[src/rtl/ansi_text_cursor_ctrl_if.sv]
// ansi_text_cursor_ctrl_if: byte stream from the UART receiver, character-RAM write port
// and cursor status of the text-terminal controller, bundled for one connection.
interface ansi_text_cursor_ctrl_if #(
  parameter int ADDR_W = 13
);
  logic              rx_valid;
  logic [7:0]        rx_data;
  logic              rx_ready;
  logic              wr_en;
  logic [ADDR_W-1:0] wr_addr;
  logic [7:0]        wr_data;
  logic [7:0]        cursor_x;
  logic [7:0]        cursor_y;
  logic [ADDR_W-1:0] cursor_addr;
  logic              busy;

  // Byte source and RAM/cursor consumer side
  modport master (
    output rx_valid, rx_data,
    input  rx_ready, wr_en, wr_addr, wr_data, cursor_x, cursor_y, cursor_addr, busy
  );

  // Terminal controller side
  modport slave (
    input  rx_valid, rx_data,
    output rx_ready, wr_en, wr_addr, wr_data, cursor_x, cursor_y, cursor_addr, busy
  );
endinterface

[src/rtl/ansi_text_cursor_ctrl.sv]
// ansi_text_cursor_ctrl: text-terminal controller between a UART receiver and a VGA
// character buffer. Printable bytes are written at the cursor, CR/LF/BS/DEL move it,
// and a small VT100 CSI subset (cursor moves with counts, home, clear-screen) is decoded.
// Clear-screen sweeps every cell with the blank byte, one cell per cycle.
module ansi_text_cursor_ctrl #(
  parameter int         COLS   = 80,
  parameter int         ROWS   = 60,
  parameter int         ADDR_W = 13,
  parameter int         WRAP   = 1,
  parameter logic [7:0] BLANK  = 8'h20
) (
  input logic                    clk,
  input logic                    resetn,
  ansi_text_cursor_ctrl_if.slave bus
);

  typedef enum logic [1:0] {IDLE, ESC, CSI, CLEAR} state_e;

  localparam logic [7:0]          LAST_COL   = 8'(COLS - 1);
  localparam logic [7:0]          LAST_ROW   = 8'(ROWS - 1);
  localparam logic signed [9:0]   LAST_COL_S = 10'(COLS - 1);
  localparam logic signed [9:0]   LAST_ROW_S = 10'(ROWS - 1);
  localparam logic [ADDR_W-1:0]   LAST_ADDR  = ADDR_W'(COLS * ROWS - 1);

  localparam logic [7:0] CH_BS  = 8'h08;
  localparam logic [7:0] CH_LF  = 8'h0A;
  localparam logic [7:0] CH_CR  = 8'h0D;
  localparam logic [7:0] CH_ESC = 8'h1B;
  localparam logic [7:0] CH_DEL = 8'h7F;
  localparam logic [7:0] CH_LBR = 8'h5B;
  localparam logic [7:0] CH_A   = 8'h41;
  localparam logic [7:0] CH_B   = 8'h42;
  localparam logic [7:0] CH_C   = 8'h43;
  localparam logic [7:0] CH_D   = 8'h44;
  localparam logic [7:0] CH_H   = 8'h48;
  localparam logic [7:0] CH_J   = 8'h4A;

  state_e            state_q, state_d;
  logic [7:0]        col_q, col_d;
  logic [7:0]        row_q, row_d;
  logic [6:0]        param_q, param_d;
  logic [ADDR_W-1:0] clr_q, clr_d;
  logic [ADDR_W-1:0] cursorAddr_q, cursorAddr_d;
  logic              wrEn_q, wrEn_d;
  logic [ADDR_W-1:0] wrAddr_q, wrAddr_d;
  logic [7:0]        wrData_q, wrData_d;

  logic              inClear;
  logic              accept;
  logic [7:0]        rxByte;
  logic              isDigit;
  logic              isPrintable;
  logic [7:0]        rowNext;
  logic [6:0]        moveN;
  logic signed [9:0] colS, rowS, moveS;
  logic signed [9:0] colRight, colLeft, rowUp, rowDown;
  logic [10:0]       paramAcc;

  // Row base address as a constant table lookup, so no multiplier sits behind cursor_addr
  function automatic logic [ADDR_W-1:0] rowBase(input logic [7:0] r);
    logic [ADDR_W-1:0] base;
    base = '0;
    for (int i = 0; i < ROWS; i++) begin
      if (r == 8'(i)) base = ADDR_W'(i * COLS);
    end
    return base;
  endfunction

  assign inClear     = (state_q == CLEAR);
  assign accept      = bus.rx_valid & ~inClear;
  assign rxByte      = bus.rx_data;
  assign isDigit     = (rxByte >= 8'h30) && (rxByte <= 8'h39);
  assign isPrintable = (rxByte >= 8'h20) && (rxByte <= 8'h7E);
  assign rowNext     = (row_q == LAST_ROW) ? 8'd0 : row_q + 8'd1;

  // CSI moves: a count of 0 means 1; everything is widened to signed so clamps see the overshoot
  assign moveN    = (param_q == 7'd0) ? 7'd1 : param_q;
  assign colS     = signed'({2'b00, col_q});
  assign rowS     = signed'({2'b00, row_q});
  assign moveS    = signed'({3'b000, moveN});
  assign colRight = colS + moveS;
  assign colLeft  = colS - moveS;
  assign rowUp    = rowS - moveS;
  assign rowDown  = rowS + moveS;

  // param*10 + digit via shifts; the digit is the low nibble of '0'..'9'
  assign paramAcc = {1'b0, param_q, 3'b000} + {3'b000, param_q, 1'b0} + {7'b0000000, rxByte[3:0]};

  // Byte decoder and clear sweep: next state, cursor, parameter and write strobe
  always_comb begin
    state_d  = state_q;
    col_d    = col_q;
    row_d    = row_q;
    param_d  = param_q;
    clr_d    = clr_q;
    wrEn_d   = 1'b0;
    wrAddr_d = wrAddr_q;
    wrData_d = wrData_q;

    case (state_q)
      IDLE: begin
        if (accept) begin
          if (isPrintable) begin
            wrEn_d   = 1'b1;
            wrAddr_d = cursorAddr_q;
            wrData_d = rxByte;
            if (col_q != LAST_COL) begin
              col_d = col_q + 8'd1;
            end else if (WRAP != 0) begin
              col_d = 8'd0;
              row_d = rowNext;
            end
          end else begin
            case (rxByte)
              CH_CR:  col_d = 8'd0;
              CH_LF:  row_d = rowNext;
              CH_BS: begin
                if (col_q != 8'd0) col_d = col_q - 8'd1;
              end
              CH_DEL: begin
                if (col_q != 8'd0) begin
                  col_d    = col_q - 8'd1;
                  wrEn_d   = 1'b1;
                  wrAddr_d = cursorAddr_q - ADDR_W'(1);
                  wrData_d = BLANK;
                end
              end
              CH_ESC: state_d = ESC;
              default: ;
            endcase
          end
        end
      end

      ESC: begin
        if (accept) begin
          if (rxByte == CH_LBR) begin
            state_d = CSI;
            param_d = 7'd0;
          end else if (rxByte != CH_ESC) begin
            state_d = IDLE;
          end
        end
      end

      CSI: begin
        if (accept) begin
          if (isDigit) begin
            param_d = (paramAcc > 11'd99) ? 7'd99 : paramAcc[6:0];
          end else begin
            state_d = IDLE;
            case (rxByte)
              CH_A: row_d = (rowUp < 10'sd0) ? 8'd0 : rowUp[7:0];
              CH_B: row_d = (rowDown > LAST_ROW_S) ? LAST_ROW : rowDown[7:0];
              CH_C: col_d = (colRight > LAST_COL_S) ? LAST_COL : colRight[7:0];
              CH_D: col_d = (colLeft < 10'sd0) ? 8'd0 : colLeft[7:0];
              CH_H: begin
                row_d = 8'd0;
                col_d = 8'd0;
              end
              CH_J: begin
                if (param_q == 7'd2) begin
                  state_d = CLEAR;
                  clr_d   = '0;
                end
              end
              CH_ESC: state_d = ESC;
              default: ;
            endcase
          end
        end
      end

      CLEAR: begin
        clr_d = clr_q + ADDR_W'(1);
        if (clr_q == LAST_ADDR) begin
          state_d = IDLE;
          col_d   = 8'd0;
          row_d   = 8'd0;
          clr_d   = '0;
        end
      end

      default: state_d = IDLE;
    endcase

    cursorAddr_d = rowBase(row_d) + ADDR_W'(col_d);
  end

  // State, cursor and write-port registers; reset abandons any sweep immediately
  always_ff @(posedge clk or negedge resetn) begin
    if (!resetn) begin
      state_q      <= IDLE;
      col_q        <= 8'd0;
      row_q        <= 8'd0;
      param_q      <= 7'd0;
      clr_q        <= '0;
      cursorAddr_q <= '0;
      wrEn_q       <= 1'b0;
      wrAddr_q     <= '0;
      wrData_q     <= 8'd0;
    end else begin
      state_q      <= state_d;
      col_q        <= col_d;
      row_q        <= row_d;
      param_q      <= param_d;
      clr_q        <= clr_d;
      cursorAddr_q <= cursorAddr_d;
      wrEn_q       <= wrEn_d;
      wrAddr_q     <= wrAddr_d;
      wrData_q     <= wrData_d;
    end
  end

  assign bus.rx_ready    = ~inClear;
  assign bus.busy        = inClear;
  assign bus.wr_en       = wrEn_q | inClear;
  assign bus.wr_addr     = inClear ? clr_q : wrAddr_q;
  assign bus.wr_data     = inClear ? BLANK : wrData_q;
  assign bus.cursor_x    = col_q;
  assign bus.cursor_y    = row_q;
  assign bus.cursor_addr = cursorAddr_q;

endmodule

[src/flat_wrapper.sv]
// flat-port wrapper written by rule: the top's interface ports become plain ports
module ansi_text_cursor_ctrl_flat 
#(
  parameter int         COLS   = 80,
  parameter int         ROWS   = 60,
  parameter int         ADDR_W = 13,
  parameter int         WRAP   = 1,
  parameter logic [7:0] BLANK  = 8'h20
)
  (clk, resetn, bus_rx_valid, bus_rx_data, bus_rx_ready, bus_wr_en, bus_wr_addr, bus_wr_data, bus_cursor_x, bus_cursor_y, bus_cursor_addr, bus_busy);
  ansi_text_cursor_ctrl_if #(.ADDR_W(ADDR_W)) bus_i ();
  input logic clk;
  input logic resetn;
  input wire logic [$bits(bus_i.rx_valid)-1:0] bus_rx_valid;
  input wire logic [$bits(bus_i.rx_data)-1:0] bus_rx_data;
  output wire logic [$bits(bus_i.rx_ready)-1:0] bus_rx_ready;
  output wire logic [$bits(bus_i.wr_en)-1:0] bus_wr_en;
  output wire logic [$bits(bus_i.wr_addr)-1:0] bus_wr_addr;
  output wire logic [$bits(bus_i.wr_data)-1:0] bus_wr_data;
  output wire logic [$bits(bus_i.cursor_x)-1:0] bus_cursor_x;
  output wire logic [$bits(bus_i.cursor_y)-1:0] bus_cursor_y;
  output wire logic [$bits(bus_i.cursor_addr)-1:0] bus_cursor_addr;
  output wire logic [$bits(bus_i.busy)-1:0] bus_busy;
  assign bus_i.rx_valid = bus_rx_valid;
  assign bus_i.rx_data = bus_rx_data;
  assign bus_rx_ready = bus_i.rx_ready;
  assign bus_wr_en = bus_i.wr_en;
  assign bus_wr_addr = bus_i.wr_addr;
  assign bus_wr_data = bus_i.wr_data;
  assign bus_cursor_x = bus_i.cursor_x;
  assign bus_cursor_y = bus_i.cursor_y;
  assign bus_cursor_addr = bus_i.cursor_addr;
  assign bus_busy = bus_i.busy;
  ansi_text_cursor_ctrl #(.COLS(COLS), .ROWS(ROWS), .ADDR_W(ADDR_W), .WRAP(WRAP), .BLANK(BLANK)) u_core (.clk(clk), .resetn(resetn), .bus(bus_i));
endmodule
[config.mk]
export PLATFORM = sky130hd
export DESIGN_NAME = ansi_text_cursor_ctrl_flat
export DESIGN_NICKNAME = d
export VERILOG_FILES = /design/src/rtl/ansi_text_cursor_ctrl_if.sv /design/src/rtl/ansi_text_cursor_ctrl.sv /design/src/flat_wrapper.sv
export SDC_FILE = /design/constraint.sdc
export NUM_CORES = 1
export LEC_CHECK = 0
export CAP_MARGIN = 20
export CORE_ASPECT_RATIO = 0.5
export CORE_MARGIN = 4
export CORE_UTILIZATION = 59
export CTS_CLUSTER_SIZE = 10
export DETAILED_ROUTE_END_ITERATION = 7
export GPL_ROUTABILITY_DRIVEN = 0
export HOLD_SLACK_MARGIN = 0.15
export PLACE_DENSITY = 0.82
export SETUP_SLACK_MARGIN = 0.4
export SLEW_MARGIN = 20
export SYNTH_ARGS = -nofsm -noshare
export SYNTH_HDL_FRONTEND = slang
export SYNTH_SLANG_ARGS = --single-unit
[constraint.sdc]
create_clock -name clk -period 6.9 [get_ports clk]
set_clock_uncertainty 0.15 [all_clocks]
set_input_delay 1.38 -clock clk [delete_from_list [all_inputs] [get_ports clk]]
set_output_delay 1.38 -clock clk [all_outputs]
set_load 0.005 [all_outputs]
==> flow_summary.ini <==
[flow_run]
max_cap_violations = 0

[finish]
nets = 969
insertedDiodeCount = 0
area.growth.synth_to_final_pct = 15.30
layout-drive-gt1-share_pct = 8.720

[clocking]
htreeDepth = 3
clk-insertion-delay-late_ns = 0.34
clkSlewWorstSetupHoldPaths_ns = 0.07
setup_bufs_post_cts = 0
cts-resized-gates = 0
ctsRootBufferMaster = sky130_fd_sc_hd__clkbuf_16
numClockSinks = 69
holdBufCountCts = 0
cts_tree = yes
cts-buffers-inserted = 9
cts.path.max_buffers = 2

[die]
core_area_um2 = 11150
initial_core_util_pct = 61.40
ioPinCount = 64
dieWidth_um = 160.3
die_area_um2 = 13490
die_h_um = 84.17
placementRows = 27

[global_routing]
via_count_of_the_first_global_routing_pass = 6380
grt_usage_pct = 30.63
antenna_found_initial = 0
largest_net_degree_at_the_start_of_global_routing = 70
grt_overflow_total = 0
grt_pass1_wl_um = 33740

[synth]
postSynthAreaPerCell_um2 = 7.960
syn_nets = 928
yosys.cell_types.count = 83
synth_seq_cells = 69
synth.yosys.warnings = 0
synth-async-reset-ratio_pct = 100.0
mapped_cell_area_um2 = 6845
yosys-top-cells-area = sky130_fd_sc_hd__dfrtp_1, sky130_fd_sc_hd__ha_1, sky130_fd_sc_hd__o21ai_0
most_common_library_cells_after_synthesis = sky130_fd_sc_hd__o21ai_0, sky130_fd_sc_hd__nand2_1, sky130_fd_sc_hd__dfrtp_1
synth.largest_area_cell = sky130_fd_sc_hd__dfrtp_1
synth.yosys.seq_area_share_pct = 25.22
yosys.cell_count.top_type = sky130_fd_sc_hd__o21ai_0
synth_top_area_share_pct = 25.22
synth_cells = 860
synth-edff-count = 0
synthFlopType = sky130_fd_sc_hd__dfrtp_1

[detailed_routing]
antenna_left = 0
first_pass_detailed_route_iteration_total = 6
viasPerCell = 6.680
finalWirelength_um = 20990
route.top_layer_used = met4
detail_route.wl_per_cell_um = 19.97
met1_length_um = 9389
met3_length_um = 2158
route.met2.wl_um = 8925
drt_first_iter_violations = 896
drt_drc_violations_left = 0
via_count = 7021

[worst_setup_path]
crit_type = primary input to flip-flop
worst-endpoint-arrival_ns = 6.20
reg2reg_depth = 24
startpoint = bus_rx_data[1]
critical_path_required_ns = 6.96
setup.worst_path.start_class = primary input
worst_setup_slack_for_register_to_register_paths_ns = 0.84
r2r-start = u_core.param_q[6]
regToRegEndpoint = u_core.bus.cursor_addr[12]
worst-path-max-fanout = 19
end_kind = flip-flop
timing.critical_path.to = u_core.bus.cursor_addr[12]

[timing]
fmax_ghz = 0.1628
least_setup_slack_across_all_paths_after_layout_ns = 0.7579
holdWs_ns = 0.3286
period_share_pct = 89.02
timing.max_slew.rel_slack_pct = 38.60
timing_hold_violations_final = 0
final-max-slew-violation-count = 0
setup_violations = 0
worst-slew-pin-transition_ns = 0.9210
period_minus_slack_ns = 6.142
totalNegativeSetupSlack_ns = 0
setup_repair_after_global_routing_missed_its_margin = false

[power]
irDropWorstVdd_v = 0.0001529
power.static_leakage_nw = 3.269
power_density_nw_per_um2 = 287.1

[min_path]
worstHoldPathType = flip-flop to flip-flop

[placement]
dp_hpwl_um = 15420
pre_cts_slack_ns = 0.6278
port-buffer-count = 63

[outcome]
status = finished, final reports clean
## registers in the layout, summed over array words and instances, names as in the netlist, named ones only
signal / cells
u_core.clr_q: 13
u_core.wrAddr_q: 13
u_core.bus.cursor_addr: 9
u_core.bus.cursor_y: 8
u_core.wrData_q: 8
u_core.param_q: 7
u_core.bus.cursor_x: 4
u_core.state_q: 2
u_core.wrEn_q: 1
## layout make-up
cell class | count | area [µm²]
Sequential cell | 69 | 1727
Clock inverter | 6 | 93.84
Clock buffer | 10 | 239.0
Multi-Input combinational cell | 705 | 4767
Timing Repair Buffer | 79 | 745.7
Fill cell | 873 | 3256
Inverter | 37 | 138.9
Tap cell | 145 | 181.4
## report_power, final
group | switching, mW | internal, mW | total [mW] | leakage, nW
Clock | 0.201 | 0.329 | 0.530 | 0.159
Sequential | 0.164 | 0.507 | 0.671 | 0.863
Combinational | 0.553 | 0.511 | 1.06 | 2.25
## kinds of logic (layout without fill, tap and decap cells)
kind of cell,count (synthesis),count (layout),synth area share [%]
AO/OA/AOI/OAI,277,277,26.58
multiplexers,16,16,2.595
adder cells (fa/ha/maj),57,57,11.19
XOR/XNOR,37,37,4.734
flip-flops,69,69,25.22
AND/OR/NAND/NOR,318,318,24.49
buffers and inverters,86,132,5.191
## metal layers
metal,vias up,track usage (%)
met5,-,0
met4,0,8.977
met3,66,7.308
met2,444,45.91
met1,3262,44.21
li1,3249,-
## worst max-delay path: stages
cell                              delay (ns)
sky130_fd_sc_hd__clkdlybuf4s50_1        0.75
sky130_fd_sc_hd__nand2_1                0.24
sky130_fd_sc_hd__o31ai_2                0.40
sky130_fd_sc_hd__o31a_1                 0.37
sky130_fd_sc_hd__nor2_1                 0.11
sky130_fd_sc_hd__a221oi_1               0.40
sky130_fd_sc_hd__nand2_1                0.44
sky130_fd_sc_hd__xnor2_1                0.42
sky130_fd_sc_hd__a21oi_1                0.12
sky130_fd_sc_hd__nand2_1                0.07
sky130_fd_sc_hd__o21ai_0                0.08
sky130_fd_sc_hd__a31oi_1                0.19
sky130_fd_sc_hd__a31oi_1                0.08
sky130_fd_sc_hd__ha_1                   0.35
sky130_fd_sc_hd__inv_1                  0.06
sky130_fd_sc_hd__o21bai_1               0.25
sky130_fd_sc_hd__nor3_1                 0.10
sky130_fd_sc_hd__nor4b_1                0.39
## placed cells by master (no fill, tap or decap), drive strengths merged, types with 11 or more instances in the layout
cell	n
nand3	21
and3	16
nor4	11
xor2	18
clkdlybuf4s50	62
a21oi	52
xnor2	19
nand2	85
nor2	62
dfrtp	69
buf	17
or3	11
ha	50
a21o	13
mux2	14
nand4	13
inv	37
nor3	23
o21ai	97
and2	15
nand2b	15
## stage by stage
step                      utilization [%]  std cells  cell area (µm²)  total power, mW
after detailed placement            67.81       1035             7560            1.704
after CTS                           70.80       1051             7893            2.239
after floorplan                         -        860             6845            1.305
final                               70.80       1051             7893            2.266
after global routing                70.80       1051             7893            2.403
after global placement              67.81       1035             7560            1.684
## how the worst min path moves through the flow
stage | startpoint | slack [ns] | cells after the start | to
2_1_floorplan | u_core.wrData_q[6] | 0.29 | 2 | u_core.wrData_q[6]
3_3_place_gp | u_core.wrAddr_q[10] | 0.31 | 2 | u_core.wrAddr_q[10]
3_5_place_dp | u_core.wrData_q[7] | 0.31 | 1 | u_core.wrData_q[7]
4_1_cts | u_core.wrData_q[7] | 0.33 | 1 | u_core.wrData_q[7]
5_1_grt | u_core.wrData_q[6] | 0.37 | 2 | u_core.wrData_q[6]
6_report | u_core.wrAddr_q[10] | 0.33 | 2 | u_core.wrAddr_q[10]
Note: power is estimated with default switching activity, not from simulation.
